### config.mk
export PLATFORM = sky130hd
export DESIGN_NAME = iir_recursion_serial
export DESIGN_NICKNAME = d
export VERILOG_FILES = /design/src/rtl/iir_recursion_serial.sv
export SDC_FILE = /design/constraint.sdc
export NUM_CORES = 1
export LEC_CHECK = 0
export ABC_AREA = 1
export CAP_MARGIN = 20
export CORE_MARGIN = 2
export CORE_UTILIZATION = 32
export CTS_CLUSTER_SIZE = 20
export DETAILED_ROUTE_END_ITERATION = 10
export GPL_ROUTABILITY_DRIVEN = 0
export HOLD_SLACK_MARGIN = 0.02
export PLACE_DENSITY_LB_ADDON = 0.1
export SETUP_SLACK_MARGIN = 0.05
export SYNTH_ARGS = -nofsm -noshare
export SYNTH_HDL_FRONTEND = slang
export SYNTH_SLANG_ARGS = --single-unit
### constraint.sdc
create_clock -name clk -period 7.5 [get_ports clk]
set_input_delay 0.75 -clock clk [delete_from_list [all_inputs] [get_ports clk]]
set_output_delay 0.75 -clock clk [all_outputs]
set_load 0.005 [all_outputs]
### src/rtl/iir_recursion_serial.sv
// Serial IIR pole section: y[n] = sat(round((x[n] - sum a_k*y[n-k]) >>> SHIFT)) on one shared multiplier.
// Optional sticky saturation flag output enabled by defining IIR_SAT_FLAG_EN.
module iir_recursion_serial #(
  parameter logic [83:0] COE   = {12'sd1, 12'sd13, 12'sd49, 12'sd189, 12'sd250, 12'sd609, 12'sd272},
  parameter int          SHIFT = 9
) (
  input  logic               clk,
  input  logic               rst,
  input  logic signed [25:0] in_data,
  input  logic               in_valid,
  output logic               in_ready,
  input  logic               flush,
  output logic signed [11:0] out_data,
  output logic               out_valid,
  input  logic               out_ready
`ifdef IIR_SAT_FLAG_EN
  ,
  output logic               sat_flag
`endif
);

  typedef enum logic [1:0] {IDLE, MAC, OUT_CALC, HOLD} state_t;

  localparam logic signed [27:0] RND = 28'sd1 <<< (SHIFT - 1);

  state_t             state, state_nxt;
  logic [2:0]         tap;
  logic signed [27:0] acc;
  logic signed [11:0] hist [0:6];
  logic signed [11:0] coef_sel;
  logic signed [11:0] hist_sel;
  logic signed [23:0] prod;
  logic signed [27:0] r_val;
  logic signed [11:0] y_val;
  logic               accept;

  function automatic logic signed [27:0] round_shift(input logic signed [27:0] a);
    logic signed [27:0] b;
    b = a + RND;
    return b >>> SHIFT;
  endfunction

  function automatic logic signed [11:0] sat12(input logic signed [27:0] v);
    if (v > 28'sd2047)
      return 12'sd2047;
    else if (v < -28'sd2048)
      return -12'sd2048;
    else
      return v[11:0];
  endfunction

  assign in_ready = (state == IDLE) && !flush;
  assign accept   = in_valid && in_ready;

  // Shared multiplier: tap k pairs a_{k+1} with y[n-1-k]
  always_comb begin
    coef_sel = COE[12*tap +: 12];
    hist_sel = hist[tap];
    prod     = coef_sel * hist_sel;
    r_val    = round_shift(acc);
    y_val    = sat12(r_val);
  end

  always_comb begin
    state_nxt = state;
    case (state)
      IDLE:     if (accept) state_nxt = MAC;
      MAC:      if (tap == 3'd6) state_nxt = OUT_CALC;
      OUT_CALC: state_nxt = HOLD;
      HOLD:     if (out_ready) state_nxt = IDLE;
      default:  state_nxt = IDLE;
    endcase
  end

  always_ff @(posedge clk or posedge rst) begin
    if (rst) state <= IDLE;
    else     state <= state_nxt;
  end

  // Datapath; history advances on the output edge regardless of downstream readiness
  always_ff @(posedge clk or posedge rst) begin
    if (rst) begin
      acc       <= '0;
      tap       <= '0;
      out_data  <= '0;
      out_valid <= 1'b0;
      for (int i = 0; i < 7; i++) hist[i] <= '0;
`ifdef IIR_SAT_FLAG_EN
      sat_flag  <= 1'b0;
`endif
    end else begin
      case (state)
        IDLE: begin
          if (flush) begin
            for (int i = 0; i < 7; i++) hist[i] <= '0;
`ifdef IIR_SAT_FLAG_EN
            sat_flag <= 1'b0;
`endif
          end else if (in_valid) begin
            acc <= 28'(in_data);
            tap <= '0;
          end
        end
        MAC: begin
          acc <= acc - 28'(prod);
          tap <= (tap == 3'd6) ? 3'd0 : tap + 3'd1;
        end
        OUT_CALC: begin
          out_data  <= y_val;
          out_valid <= 1'b1;
          hist[0]   <= y_val;
          for (int i = 1; i < 7; i++) hist[i] <= hist[i-1];
`ifdef IIR_SAT_FLAG_EN
          if (r_val != 28'(y_val)) sat_flag <= 1'b1;
`endif
        end
        HOLD: begin
          if (out_ready) out_valid <= 1'b0;
        end
        default: ;
      endcase
    end
  end

endmodule
==> impl_metrics.py <==
metrics = {
    "run_status": {
        "status": "finished, final reports clean",
    },
    "final_layout": {
        "finalNonFillerCells": 2159,
        "final_common_cell": "inv_1",
        "layout_common_cells": "inv_1, nand2_1, nor2_1, dfrtp_1, ha_1",
        "area_growth_pct": 13.5,
        "n_antenna_cell": 0,
        "drive_gt1_frac": 0.0607,
        "fin_nets": 1867,
    },
    "synth": {
        "synth_nets": 1832,
        "synth.cell_area_um2": 12300,
        "ys_ff_latch": 130,
        "async_flop_share": 1.00,
        "synth_edf_count": 0,
        "synth_cells": 1600,
        "synthDistinctLibCells": 48,
        "yosysWarnings": 0,
        "syn_area_per_cell_um2": 7.67,
        "ys_seq_area_frac": 0.265,
        "synthFlopType": "dfrtp_1",
    },
    "setup_path": {
        "criticalPathCategory": "reg2reg",
        "worstPathArrival_ns": 7.27,
        "critPathTopFamily": "adder cells",
        "critPathRequiredTime_ns": 7.82,
        "critPathLaunch": "tap[2]$_DFFE_PP0P_",
        "cp_max_fo": 19,
        "worst-path-buf-inv": 7,
        "slowest_delay_ns": 0.60,
        "critPathCapture": "acc[17]$_DFFE_PP0P_",
        "start_kind": "flop",
        "cpMaxStageDelayCell": "fa_1",
        "worst-r2r-setup-slack_ns": 0.55,
        "r2r_cells": 29,
        "r2r-end": "acc[17]$_DFFE_PP0P_",
        "r2r-start": "tap[2]$_DFFE_PP0P_",
        "path_depth": 29,
        "worst_setup_path_end_kind": "flop",
    },
    "global_routing": {
        "grt.overflow.total": 0,
        "antenna_found_initial": 0,
        "grt_pass1_wl_mm": 59.9,
        "grt_pass1_vias": 10600,
        "groute.usage.overall": 0.199,
        "grt_max_degree": 84,
    },
    "detailed_routing": {
        "routed_wl_mm": 36.9,
        "via_per_inst": 4.72,
        "wl_per_cell_um": 17.1,
        "dr.pass1.iters": 5,
        "drt_iter0_drc": 607,
        "final_antenna_net_count": 0,
        "num_vias": 10200,
        "drc_errors": 0,
    },
    "timing": {
        "finalSetupViolCount": 0,
        "relSlewSlack": 0.377,
        "tns_ns": 0,
        "fin_crit_ns": 6.95,
        "tightestPinTransition_ns": 0.934,
        "slew_violations": 0,
        "fmax_mhz": 144,
        "finalHoldViolations": 0,
        "finalCritPeriodShare": 0.927,
        "rsz0062_at_grt": "false",
        "skew_ns": 0.00761,
    },
    "clock_tree": {
        "ctsHtreeMaxLevel": 4,
        "insertion_delay_ns": 0.45,
        "cts-buffers-inserted": 17,
        "post-cts-setup-buffer-count": 0,
        "clock-sinks": 130,
        "clk_pin_slew_worst_paths_ns": 0.06,
        "cts_root_buf": "clkbuf_16",
        "cts_hold_buf": 0,
        "cts.path.max_buffers": 2,
        "cts_tree": "yes",
    },
    "die": {
        "die_h_um": 200,
        "die_w_um": 200,
        "initial_core_util": 0.325,
        "die_area_um2": 39900,
        "fp-row-count": 71,
        "pin_count": 45,
        "coreArea_um2": 37800,
    },
    "placed_design": {
        "port-buffer-count": 44,
        "place_inst": 2127,
        "place_hpwl_mm": 29.1,
    },
    "min_path": {
        "hp-class": "reg2reg",
    },
    "run": {
        "maxCapViolCount": 0,
    },
}
worst reg2reg max path: cells and delay by family (launching register included):
kind | cells | cell delay, ns
xor gates and xnor gates | 1 | 0.15
buffers and inverters | 7 | 0.63
adders and majority gates | 7 | 3.52
and+or+nand+nor | 6 | 0.91
AOI/OAI and AO/OA | 8 | 1.19
DFF | 1 | 0.40
layout make-up:
cell class,instances,area (um^2)
clock buffer,19,453
clock inverter,13,150
multi-input combinational,1042,7410
inverter,381,1440
timing repair buffer,63,596
sequential,130,3250
fill,4057,23800
tap,511,639
kinds of logic after synthesis:
kind of cell	after synthesis	share of synthesized area
adder cells (fa/ha/maj)	201	0.265
AND/OR/NAND/NOR	528	0.182
flip-flops	130	0.265
buffers and inverters	428	0.133
AO/OA/AOI/OAI	283	0.133
XOR/XNOR	30	0.0220
worst min path at each step:
stage	from	endpoint	slack (ns)	cells past startpoint
global placement	hist[81]$_DFFE_PP0P_	hist[81]$_DFFE_PP0P_	0.47	2
CTS	hist[81]$_DFFE_PP0P_	hist[81]$_DFFE_PP0P_	0.48	2
global route	hist[72]$_DFFE_PP0P_	hist[72]$_DFFE_PP0P_	0.51	2
finish	hist[81]$_DFFE_PP0P_	hist[81]$_DFFE_PP0P_	0.48	2
detailed placement	hist[81]$_DFFE_PP0P_	hist[81]$_DFFE_PP0P_	0.47	2
floorplan	hist[76]$_DFFE_PP0P_	hist[76]$_DFFE_PP0P_	0.45	2
metal layers:
metal  global-route usage  share of wire  vias up
li1                     -              -     5053
met1                0.267           0.46     4886
met2                0.329           0.47      213
met5                    0              0        -
met4               0.0576          0.021        0
met3               0.0365          0.040       37
sequential cells by signal, indices dropped and copies added, names as in the netlist:
name,flops
acc,28
hist,84
out_data,12
out_valid,1
state,2
tap,3
synth_stat cells (8+ instances only):
cell type	n	area, um^2
o22ai_1	69	432
clkbuf_1	35	131
nand3_1	50	250
dfrtp_1	130	3250
nand2_1	267	1000
inv_2	8	30.0
nor2_1	159	597
a21oi_1	59	295
fa_1	98	1960
inv_1	370	1390
ha_1	103	1290
xor2_1	24	210
nand4_1	10	62.6
nand2_2	9	56.3
nor3_1	9	45.0
o21ai_0	101	505
o211ai_1	17	128
per-stage QoR:
step	hold WS [ns]	util	cell area (um^2)	setup WS (ns)
final	0.483	0.369	13900	0.550
after global routing	0.511	0.369	13900	0.138
after CTS	0.485	0.369	13900	0.504
after detailed placement	0.468	0.353	13300	0.583
after global placement	0.469	0.353	13300	0.541
after floorplan	0.449	-	12300	1.07
repair_timing:
action | in CTS | in global routing
endpoints found under the setup margin | 0 | 1
gates resized for setup | 0 | 1
endpoints found under the hold margin | 0 | 0
Power is not shown: default switching activity piles up to over one toggle a cycle in this logic, so the estimate is an artifact.
==> patch 1 (same flow settings) <==
Set the parameter `SHIFT` to 4 (it was 9).
--- a/src/rtl/iir_recursion_serial.sv
+++ b/src/rtl/iir_recursion_serial.sv
@@ -2,7 +2,7 @@
 // Optional sticky saturation flag output enabled by defining IIR_SAT_FLAG_EN.
 module iir_recursion_serial #(
   parameter logic [83:0] COE   = {12'sd1, 12'sd13, 12'sd49, 12'sd189, 12'sd250, 12'sd609, 12'sd272},
-  parameter int          SHIFT = 9
+  parameter int          SHIFT = 4
 ) (
   input  logic               clk,
   input  logic               rst,
Check against the original RTL: not equivalent (Yosys sat finds a counterexample within 10 cycles, from zero or initial values and one cycle with rst high).
==> patch 1 against the original RTL <==
- critical path depth up 1
- synthesized area up 1.9%
- non-clock buffer count up 4
- critical path type unchanged
- die area up 1.8%
- sequential cell count unchanged
- cell area up 1.7%
- clock skew up 14 ps
- largest cell class unchanged
- fmax down 0.69%
- routed wire length up 7.8%
- worst setup slack worse by 48 ps
Power is not shown: default switching activity piles up to over one toggle a cycle in this logic, so the estimate is an artifact.
==> patch 1: results (changes against the original RTL) <==
Cell area after synthesis - 12,500 µm² (was 12,300 µm²)
Tightest Pin Transition - 934 ps (about the same)
Worst setup path class - flop to flop (unchanged)
Iteration-0 DRC count of the detailed router - 699 (was 607)
WP data arrival - 7340 ps (was 7270 ps)
Worst-path fanout max - 16 (was 19)
Synth top cells by count - 378 x inv_1, 304 x nand2_1, 183 x nor2_1 (was 370 x inv_1, 267 x nand2_1, 159 x nor2_1)
Crit Reg-Reg Endpoint - acc[20]$_DFFE_PP0P_ (was acc[17]$_DFFE_PP0P_)
Layout cells sized above 1 - 0.0621 (was 0.0607)
R2R cell count - 30 (was 29)
Worst Hold End - acc[1]$_DFFE_PP0P_ (was hist[81]$_DFFE_PP0P_)
Via-to-Cell Ratio - 4.75 (was 4.72)
Post-Synth XOR/XNOR Area - 0.0217 (was 0.0220)
Skew final - 21.1 ps (was 7.61 ps)
HPWL Detailed - 31,800 µm (was 29,100 µm)
Post-synthesis cell count - 1,672 (was 1,600)
GRT met1 Usage - 0.275 (was 0.267)
Post-Route M1 WL - 18,800 µm (was 17,100 µm)
Hold Crit Start - acc[1]$_DFFE_PP0P_ (was hist[81]$_DFFE_PP0P_)
Fill cell count - 4,145 (was 4,057)
# nets final - 1,941 (was 1,867)
WL per Instance - 17.8 µm (was 17.1 µm)
Synth cell types - 43 (was 48)
Area contributors post-synth - dfrtp_1 26%, fa_1 16%, inv_1 11%, ha_1 10%, nand2_1 9.1% (was dfrtp_1 27%, fa_1 16%, inv_1 11%, ha_1 10%, nand2_1 8.2%)
Status - completed (unchanged)
Total GRT Usage - 0.205 (was 0.199)
Routing usage on met3 - 0.0267 (was 0.0365)
Setup crit start - tap[0]$_DFFE_PP0P_ (was tap[2]$_DFFE_PP0P_)
Reg2Reg Setup Slack - 500 ps (was 550 ps)
Compound-Gate Fraction of Synth Area - 0.131 (was 0.133)
WL final - 39,800 µm (was 36,900 µm)
First-pass GRT wire length - 64,000 µm (was 59,900 µm)
WL met2 - 18,800 µm (was 17,500 µm)
[patch 1: cell types whose count changed after synthesis, sizes merged, moves of 6 or more]
cell / change
nand2: +31
nor2: +22
inv: +9
o211ai: -8
o21ai: +8
nor3: +7
a21o: -6
[patch 1: layout make-up]
| class | count | area share |
|---|---|---|
| clock buffer | 18 | 0.0310 |
| inverter | 390 | 0.104 |
| multi-input combinational | 1103 | 0.536 |
| timing repair buffer | 67 | 0.0441 |
| sequential | 130 | 0.230 |
| clock inverter | 14 | 0.0103 |
| tap | 518 | 0.0457 |
[patch 1: metrics by stage]
| stage | setup slack, ps | cell area, µm² | hold slack [ps] |
|---|---|---|---|
| after floorplan | 1050 | 12500 | 449 |
| after global placement | 447 | 13600 | 467 |
| after detailed placement | 444 | 13600 | 471 |
| after CTS | 407 | 14200 | 489 |
| after global routing | 70.8 | 14200 | 515 |
| final | 502 | 14200 | 488 |
==> patch 2 (config.mk and constraints unchanged) <==
Without the edit above. Encoding of `state_t`: now one-hot (4 bits for 4 states).
--- a/src/rtl/iir_recursion_serial.sv
+++ b/src/rtl/iir_recursion_serial.sv
@@ -19,7 +19,7 @@
 `endif
 );
 
-  typedef enum logic [1:0] {IDLE, MAC, OUT_CALC, HOLD} state_t;
+  typedef enum logic [3:0] {IDLE = 4'b0001, MAC = 4'b0010, OUT_CALC = 4'b0100, HOLD = 4'b1000} state_t;
 
   localparam logic signed [27:0] RND = 28'sd1 <<< (SHIFT - 1);
 
Behaviour: same outputs for any inputs over 10 cycles, from zero or initial values and one cycle with rst high; not proved beyond that.
==> patch 2 against the original RTL <==
- sequential cell count up 2
- global-route usage about the same
- synthesized area down 0.67%
- first-iteration DRC count down 1.8%
- cell area up 0.15%
- worst setup slack worse by 38 ps
- count of clock-buffer cells in the layout unchanged
- routed wire length up 0.72%
- critical endpoint is now acc[22]$_DFFE_PP0P_
Power is left out: the tool's default activity adds up to more than one toggle a clock period on the data nets, which glitch-free logic cannot reach.
==> patch 2: results (changes against the original RTL) <==
Reg2Reg Setup Slack - 510 ps (was 550 ps)
Hold_ws - 492 ps (was 483 ps)
Total GRT Usage - 0.199 (about the same)
First-pass GRT wire length - 59,800 µm (was 59,900 µm)
Hold Crit Start - out_data[11]$_DFFE_PP0P_ (was hist[81]$_DFFE_PP0P_)
Largest net degree at the start of global routing - 87 (was 84)
Clk slew on worst S/H paths - 60 ps (about the same)
WP data arrival - 7340 ps (was 7270 ps)
HPWL Detailed - 29,400 µm (was 29,100 µm)
Worst Hold End - out_data[11]$_DFFE_PP0P_ (was hist[81]$_DFFE_PP0P_)
Syn Area/Cell - 7.70 µm² (was 7.67 µm²)
Sequential area share after synthesis - 0.271 (was 0.265)
Critical Path Sink - acc[22]$_DFFE_PP0P_ (was acc[17]$_DFFE_PP0P_)
Post-Synth XOR/XNOR Area - 0.0194 (was 0.0220)
# nets final - 1,855 (was 1,867)
Layout cells sized above 1 - 0.0629 (was 0.0607)
Synth async-reset ratio - 1.00 (unchanged)
Iteration-0 DRC count of the detailed router - 596 (was 607)
Skew final - 16.9 ps (was 7.61 ps)
Syn nets - 1,811 (was 1,832)
Post-Synth Adder-Cell Area - 0.262 (was 0.265)
WL final - 37,200 µm (was 36,900 µm)
Max incr delay on CP - 550 ps (was 600 ps)
Routing usage on met3 - 0.0343 (was 0.0365)
Status - completed (unchanged)
Relative slew slack - 0.343 (was 0.377)
Via-to-Cell Ratio - 4.74 (was 4.72)
Synth cell types - 47 (was 48)
Area contributors post-synth - dfrtp_1 27%, fa_1 16%, inv_1 11%, ha_1 10%, nand2_1 7.7% (was dfrtp_1 27%, fa_1 16%, inv_1 11%, ha_1 10%, nand2_1 8.2%)
M2 GR Usage - 0.319 (was 0.329)
Worst-path fanout max - 27 (was 19)
Synth top cells by count - 364 x inv_1, 250 x nand2_1, 164 x nor2_1 (was 370 x inv_1, 267 x nand2_1, 159 x nor2_1)
Fill cell count - 4,033 (was 4,057)
Drt first pass iters - 7 (was 5)
Dpl cells - 2,117 (was 2,127)
[patch 2: cell count changes after synthesis, sizes merged, moves of 4 or more]
cell,change
o22ai,+4
a21oi,+10
nand3b,+6
ha,-4
nand3,+17
inv,-7
nand2,-19
a21o,-5
o211ai,-11
o21ai,-15
[patch 2: stage by stage]
stage / instance area, µm² / setup slack, ps
finish: 14000 / 512
global route: 14000 / 9.28
CTS: 13900 / 279
detailed placement: 13300 / 319
global placement: 13300 / 218
floorplan: 12200 / 964
[patch 2: final cells by class]
class                           count  area (µm²)  area share
Multi-Input combinational cell   1032        7330       0.525
Timing Repair Buffer               70         648      0.0464
Tap cell                          511         639      0.0458
Clock inverter                     11         175      0.0125
Clock buffer                       19         453      0.0324
Inverter                          374        1410       0.101
Sequential cell                   132        3300       0.237
[patch 2: metal layers]
metal  wire [µm]  up-vias
met1       18000     4891
li1            -     5062
met2       17300      201
met3        1190       30
met4         730        0
met5           0        -
